===== src/rtl/fb_loader.sv =====
// fb_loader: turns a UART byte stream (HEADER + NPIX/2 payload bytes) into 4-bit frame-buffer writes.
// Optional FB_LOADER_CHECKSUM_EN: a trailing XOR checksum byte decides between frame_done and frame_err.
module fb_loader #(
  parameter logic [7:0] HEADER  = 8'hA5,
  parameter int         NPIX    = 4096,
  parameter int         TIMEOUT = 1000000
) (
  input  logic        clk,
  input  logic        rst,
  input  logic [7:0]  rx_data,
  input  logic        rx_ready,
  output logic        fb_we,
  output logic [12:0] fb_addr,
  output logic [3:0]  fb_din,
  output logic        busy,
  output logic        frame_done,
  output logic        frame_err
);

  localparam int              TW       = (TIMEOUT > 2) ? $clog2(TIMEOUT) : 1;
  // The counter restarts at 0 on the edge that takes a byte, so firing at TIMEOUT-2
  // puts frame_err exactly TIMEOUT cycles after that byte's strobe.
  localparam logic [TW-1:0]   TMO_LAST = TW'(TIMEOUT - 2);
  localparam logic [12:0]     LAST_PIX = 13'(NPIX - 1);
  localparam logic [12:0]     LAST_HI  = 13'(NPIX - 2);

`ifdef FB_LOADER_CHECKSUM_EN
  typedef enum logic [1:0] {IDLE, PAYLOAD, CHECK} state_t;
`else
  typedef enum logic [1:0] {IDLE, PAYLOAD} state_t;
`endif

  state_t         state;
  logic           pend_lo;
  logic [3:0]     lo_nib;
  logic [12:0]    pix;
  logic [TW-1:0]  tmo;
  logic           room;
  logic           finishing;

`ifdef FB_LOADER_CHECKSUM_EN
  logic [7:0]     csum;
  assign room      = 1'b1;
  assign finishing = 1'b0;
`else
  logic           full;
  logic           done_pend;
  assign room      = !full;
  assign finishing = done_pend;
`endif

  assign busy = (state != IDLE);

  always_ff @(posedge clk) begin
    // NOTE: pulse outputs default low here; a later non-blocking assignment in the
    // same pass overrides the default, so each pulse lasts exactly one clock.
    fb_we      <= 1'b0;
    frame_done <= 1'b0;
    frame_err  <= 1'b0;
`ifndef FB_LOADER_CHECKSUM_EN
    done_pend  <= 1'b0;
`endif
    if (rst) begin
      state   <= IDLE;
      pend_lo <= 1'b0;
      lo_nib  <= '0;
      pix     <= '0;
      tmo     <= '0;
      fb_addr <= '0;
      fb_din  <= '0;
`ifdef FB_LOADER_CHECKSUM_EN
      csum    <= '0;
`else
      full    <= 1'b0;
`endif
    end else begin
      // Second nibble of the previous byte always completes, even on an abort.
      if (pend_lo) begin
        fb_we   <= 1'b1;
        fb_addr <= pix;
        fb_din  <= lo_nib;
        pend_lo <= 1'b0;
        if (pix != LAST_PIX) pix <= pix + 13'd1;
`ifndef FB_LOADER_CHECKSUM_EN
        done_pend <= full && !rx_ready;
`endif
      end

      case (state)
        IDLE: begin
          if (rx_ready && rx_data == HEADER) begin
            state <= PAYLOAD;
            pix   <= '0;
            tmo   <= '0;
`ifdef FB_LOADER_CHECKSUM_EN
            csum  <= '0;
`else
            full  <= 1'b0;
`endif
          end
        end

        PAYLOAD: begin
          if (finishing) begin
            frame_done <= 1'b1;
            state      <= IDLE;
          end else if (rx_ready && pend_lo) begin
            frame_err <= 1'b1;
            state     <= IDLE;
          end else if (rx_ready && room) begin
            fb_we   <= 1'b1;
            fb_addr <= pix;
            fb_din  <= rx_data[7:4];
            lo_nib  <= rx_data[3:0];
            pend_lo <= 1'b1;
            pix     <= pix + 13'd1;
            tmo     <= '0;
`ifdef FB_LOADER_CHECKSUM_EN
            csum    <= csum ^ rx_data;
            if (pix == LAST_HI) state <= CHECK;
`else
            full    <= (pix == LAST_HI);
`endif
          end else if (tmo == TMO_LAST) begin
            frame_err <= 1'b1;
            state     <= IDLE;
          end else begin
            tmo <= tmo + TW'(1);
          end
        end

`ifdef FB_LOADER_CHECKSUM_EN
        CHECK: begin
          if (rx_ready && pend_lo) begin
            frame_err <= 1'b1;
            state     <= IDLE;
          end else if (rx_ready) begin
            if (rx_data == csum) frame_done <= 1'b1;
            else                 frame_err  <= 1'b1;
            state <= IDLE;
          end else if (tmo == TMO_LAST) begin
            frame_err <= 1'b1;
            state     <= IDLE;
          end else begin
            tmo <= tmo + TW'(1);
          end
        end
`endif

        default: state <= IDLE;
      endcase
    end
  end

endmodule


===== config.mk =====
export PLATFORM = sky130hd
export DESIGN_NAME = fb_loader
export DESIGN_NICKNAME = d
export VERILOG_FILES = /design/src/rtl/fb_loader.sv
export SDC_FILE = /design/constraint.sdc
export NUM_CORES = 1
export LEC_CHECK = 0
export ABC_AREA = 1
export CORE_MARGIN = 4
export CORE_UTILIZATION = 35
export CTS_BUF_LIST = sky130_fd_sc_hd__clkbuf_4
export CTS_CLUSTER_DIAMETER = 200
export DETAILED_ROUTE_END_ITERATION = 8
export PLACE_DENSITY = 0.51
export SLEW_MARGIN = 40
export SYNTH_ARGS = -nofsm -noshare
export SYNTH_HDL_FRONTEND = slang
export SYNTH_SLANG_ARGS = --single-unit

===== constraint.sdc =====
create_clock -name clk -period 3.3 [get_ports clk]
set_clock_uncertainty 0.15 [all_clocks]
set_input_delay 0.99 -clock clk [delete_from_list [all_inputs] [get_ports clk]]
set_output_delay 0.99 -clock clk [all_outputs]
set_load 0.05 [all_outputs]

==> results.cfg, run 1 <==
[yosys]
ys_seq_elements = 61
synth.net_count = 498
syn_inst = 483
yosysMostFrequentCell = nand2_1
syn_area_sq_um = 3260
synth_async_sr_flop_share = 0
synth_edf_count = 0
synth.distinct_cells = 40
synth_ff_type = dfxtp_1
postSynthAreaPerCell_sq_um = 6.76
synth_top_area_share = 0.374
yosysSeqAreaShare = 0.374
yosys-top-cells-count = nand2_1 (123), nor2_1 (73), dfxtp_1 (61), inv_1 (49), a21oi_1 (35)
synth_area_leaders = dfxtp_1 (37%), nand2_1 (14%), nor2_1 (8.4%), inv_1 (5.6%), a21oi_1 (5.4%)
yosys_warnings = 0
synth.largest_area_cell = dfxtp_1

[sta]
fin_crit_sh = 0.847
rsz0062_at_grt = no
holdWs_ps = 336
fmax_ghz = 0.358
setup-tns-final_ps = 0
setup_viol = 0
finalWorstPathRequiredPeriod_ps = 2790
maxSlewViolCount = 0
finalHoldViolCount = 0
maxSlewHeadroom = 0.660
worst_pin_slew_ps = 508

[setup_path]
r2r_slack_ps = 1060
path_buf_inv = 1
critPathLaunch = state[0]$_SDFFE_PP0P_
cpLargestDelayFamily = buffers and inverters
r2r_cells = 9
crit_type = register to primary output
arrival_ps = 1650
critPathCaptureType = primary output
r2r_start = pix[1]$_SDFF_PP0_
path_cells = clkdlybuf4s50_1
crit_path_max_incr_delay_ps = 830
cp_slowest_cell = clkdlybuf4s50_1
worstPathRequired_ps = 2160
worst_setup_path_start_kind = register
crit_cells = 1
critPathMaxFanout = 4
worstReg2RegEnd = pix[8]$_SDFF_PP0_

[die]
dieArea_sq_um = 10900
rows = 34
io_pins = 32
start_util = 0.367
die_h_microns = 105
die_w_microns = 105
core_area_sq_um = 8890

[hold_path]
hp-class = register to register
hold_path_startpoint = fb_addr[8]$_SDFF_PP0_
min_to = fb_addr[8]$_SDFF_PP0_
min_path_cells = 2

[power_and_ir_drop]
leakage_nw = 1.45
ir_worst_vdd_v = 0.000241
power_density_nw_per_um2 = 408
power_mw = 1.54

[detailed_routing]
wl_met1_mm = 3.98
avgViaCountPerCell = 4.94
wl_per_cell_microns = 13.5
route.detailed.drc = 0
dr_wl_met2_mm = 3.96
via_count = 3118
wirelength_mm = 8.49
wl_met3_microns = 432
top_layer = met4
first_pass_iters = 4
ant_nets = 0
drt_iter0_drc = 117

[global_route]
grt_pass1_wl_mm = 14.5
gr-usage-all-layers = 0.163
grt.overflow.total = 0
antenna_found_initial = 0
grt_pass1_vias = 2980
grt_start_max_net_pins = 21

[clocking]
cts_sinks = 61
post_cts_buffers = 0
cts_hold_buf = 0
clk_latency_ps = 420
cts_tree = built
ctsRootBufferMaster = clkbuf_4
cts_buffer_depth = 2
cts_made_buffers = 9
ctsResizeCount = 0
worst_setup_hold_path_clk_slew_ps = 110
cts_max_level = 3

[placement]
hpwlAfterDp_mm = 6.34
port_buffers = 31
postPlaceCellArea_sq_um = 3670
globalplace.congestion = 0.857
dp_cells = 615

[finish]
nNetsFinal = 533
area_growth_syn_to_layout_pct = 16.0
n_antenna_cell = 0
postLayoutCellArea_sq_um = 3790
fin_cells = 631
drive_gt1_frac = 0.0918

[status]
status = completed

[flow_run]
max_cap_violations = 0
## final cells by class
type	count	area, sq um
fillers	972	5100
multi-input cells	357	1760
flip-flops and latches	61	1220
repair buffers	36	348
inverters	53	201
well taps	108	135
clock buffers	9	67.6
clock inverters	7	52.6
## placed cells by master (no fill, tap or decap), drive strengths merged, types with 3 or more instances in the layout
cell type	n
xor2	7
o21ai	29
nand3	29
o22ai	3
dfxtp	61
a211oi	3
clkinv	4
clkinvlp	3
nand4	8
ha	4
a21oi	36
nor4	3
nand2	133
nor3b	3
clkbuf	9
nor3	13
clkdlybuf4s50	31
inv	53
buf	5
nor2	77
## power breakdown
group | internal [mW] | switching (mW)
Clock | 0.155 | 0.309
Sequential | 0.767 | 0.0198
Combinational | 0.0896 | 0.203
## stage by stage
stage | worst slack, ps | utilization
4_1_cts | 460 | 0.426
6_report | 505 | 0.426
3_3_place_gp | 387 | 0.412
2_1_floorplan | 1130 | -
5_1_grt | 407 | 0.426
3_5_place_dp | 341 | 0.412
## sequential cells by signal, summed over array words and instances (netlist names), 4 cells and up
register  count
tmo          20
fb_addr      13
lo_nib        4
pix          13
fb_din        4
## per-layer routing
| metal | up-vias | track usage |
|---|---|---|
| met3 | 13 | 0.0462 |
| met4 | 0 | 0.0562 |
| met1 | 1402 | 0.203 |
| met2 | 70 | 0.270 |
| li1 | 1633 | - |
| met5 | - | 0 |
## logic make-up after synthesis
kind of cell	share of synthesized area
AOI/OAI and AO/OA	0.125
xor gates and xnor gates	0.0241
buffers and inverters	0.0862
adders and majority gates	0.0153
DFF	0.374
and+or+nand+nor	0.376
## worst max path at each step
| stage | endpoint |
|---|---|
| 2_1_floorplan | tmo[4]$_SDFFE_PP0P_ |
| 4_1_cts | busy |
| 3_5_place_dp | tmo[14]$_SDFFE_PP0P_ |
| 6_report | busy |
| 3_3_place_gp | tmo[4]$_SDFFE_PP0P_ |
| 5_1_grt | busy |
Note: power is estimated with default switching activity, not from simulation.
==> run 2, diff against run 1 <==
Clock period 3.3 ns to 2.9 ns, I/O delays scaled along.
==> results.cfg, run 2 (synthesis gave the netlist of run 1 again) <==
[status]
status = completed

[detailed_routing]
via_count = 3108
route.detailed.drc = 0
wirelength_mm = 8.73
ant_nets = 0
drt_iter0_drc = 79
first_pass_iters = 4
avgViaCountPerCell = 4.90
wl_per_cell_microns = 13.8

[die]
io_pins = 32
start_util = 0.367
die_h_microns = 105
rows = 34
core_area_sq_um = 8890
dieArea_sq_um = 10900
die_w_microns = 105

[power_and_ir_drop]
p_sw_mw = 0.585
power_density_nw_per_um2 = 478
leakage_nw = 1.48
power.share.sequential = 0.488
swShare = 0.319
ir_worst_vdd_v = 0.000218
combPwrFrac = 0.189
intPower_mw = 1.25
pwr-share-clk = 0.323

[clocking]
clk_latency_ps = 400
cts_tree = built
cts_sinks = 61
ctsRootBufferMaster = clkbuf_4
cts_max_level = 3
ctsResizeCount = 0
cts_hold_buf = 0
worst_setup_hold_path_clk_slew_ps = 110
post_cts_buffers = 0
cts_buffer_depth = 2
cts_made_buffers = 9

[flow_run]
max_cap_violations = 0

[finish]
multi_input_area_sq_um = 1760
fin_cells = 634
largest-register = tmo
utilization = 0.431
postLayoutCellArea_sq_um = 3830
regArea_sq_um = 1220
reg_top3 = tmo (20), fb_addr (13), pix (13)
largest_register_ffs = 20
nNetsFinal = 536
n_antenna_cell = 0
area_growth_syn_to_layout_pct = 17.4
fillCellCount = 970
mostFrequentLayoutCell = nand2_1
drive_gt1_frac = 0.0932
final_cell_mix = nand2_1 (123), nor2_1 (73), dfxtp_1 (61)

[setup_path]
cp_slowest_cell = clkdlybuf4s50_1
path_buf_inv = 1
critPathMaxFanout = 2
crit_cells = 1
crit_type = register to primary output
path_cells = clkdlybuf4s50_1
crit_path_max_incr_delay_ps = 810
worstPathRequired_ps = 1880
crit_path_end = fb_addr[0]
r2r_cells = 9
worst_setup_path_start_kind = register
critPathCaptureType = primary output
r2r_start = pix[1]$_SDFF_PP0_
cpLargestDelayFamily = buffers and inverters
worstReg2RegEnd = pix[8]$_SDFF_PP0_
critPathLaunch = fb_addr[0]$_SDFF_PP0_
r2r_slack_ps = 660
arrival_ps = 1580

[placement]
port_buffers = 31
preCtsSetupSlack_ps = 128
globalplace.congestion = 0.863
dp_cells = 618
postPlaceCellArea_sq_um = 3700
hpwlAfterDp_mm = 6.57

[sta]
maxSlewHeadroom = 0.659
setup-tns-final_ps = 0
finalHoldViolCount = 0
finalWorstPathRequiredPeriod_ps = 2600
maxSlewViolCount = 0
fin_crit_sh = 0.895
setup_viol = 0
fmax_ghz = 0.385
rsz0062_at_grt = no
worst_pin_slew_ps = 510
setup_slack_ps = 303

[hold_path]
hold_path_startpoint = pix[3]$_SDFF_PP0_
hp-class = register to register

[global_route]
grt_start_max_net_pins = 26
grt_pass1_wl_mm = 15.2
grt_pass1_vias = 3187
gr-usage-all-layers = 0.170
antenna_found_initial = 0
grt.overflow.total = 0
-- run 2: worst min path at each step --
stage                     slack (ps)                     to  depth (start not counted)
after CTS                        340  fb_addr[8]$_SDFF_PP0_                          2
after detailed placement         320  fb_addr[8]$_SDFF_PP0_                          2
after global placement           310  fb_addr[8]$_SDFF_PP0_                          2
after global routing             380      pix[3]$_SDFF_PP0_                          2
after floorplan                  290      pix[3]$_SDFF_PP0_                          2
final                            340      pix[3]$_SDFF_PP0_                          2
-- run 2: cell type report --
| type | instances | share of cell area |
|---|---|---|
| Sequential cell | 61 | 0.319 |
| Clock buffer | 10 | 0.0196 |
| Inverter | 53 | 0.0526 |
| Timing Repair Buffer | 39 | 0.0999 |
| Multi-Input combinational cell | 357 | 0.460 |
| Clock inverter | 6 | 0.0140 |
| Tap cell | 108 | 0.0353 |
-- run 2: power by group through the flow --
stage / clock network (mW) / logic, mW / registers [mW]
detailed placement: 0 / 0.350 / 0.913
global placement: 0 / 0.348 / 0.913
finish: 0.591 / 0.347 / 0.894
CTS: 0.615 / 0.351 / 0.895
global route: 0.659 / 0.384 / 0.901
floorplan: 0 / 0.167 / 0.986
-- run 2: through the flow --
stage,power [mW],hold slack [ps]
detailed placement,1.26,317
finish,1.83,339
global placement,1.26,315
floorplan,1.15,287
CTS,1.86,338
global route,1.94,384
-- run 2: layer usage --
metal,track usage,vias to the layer above,part of all wire
li1,-,1633,-
met1,0.217,1402,0.47
met2,0.284,57,0.48
met3,0.0321,16,0.031
met4,0.0647,0,0.019
met5,0,-,0
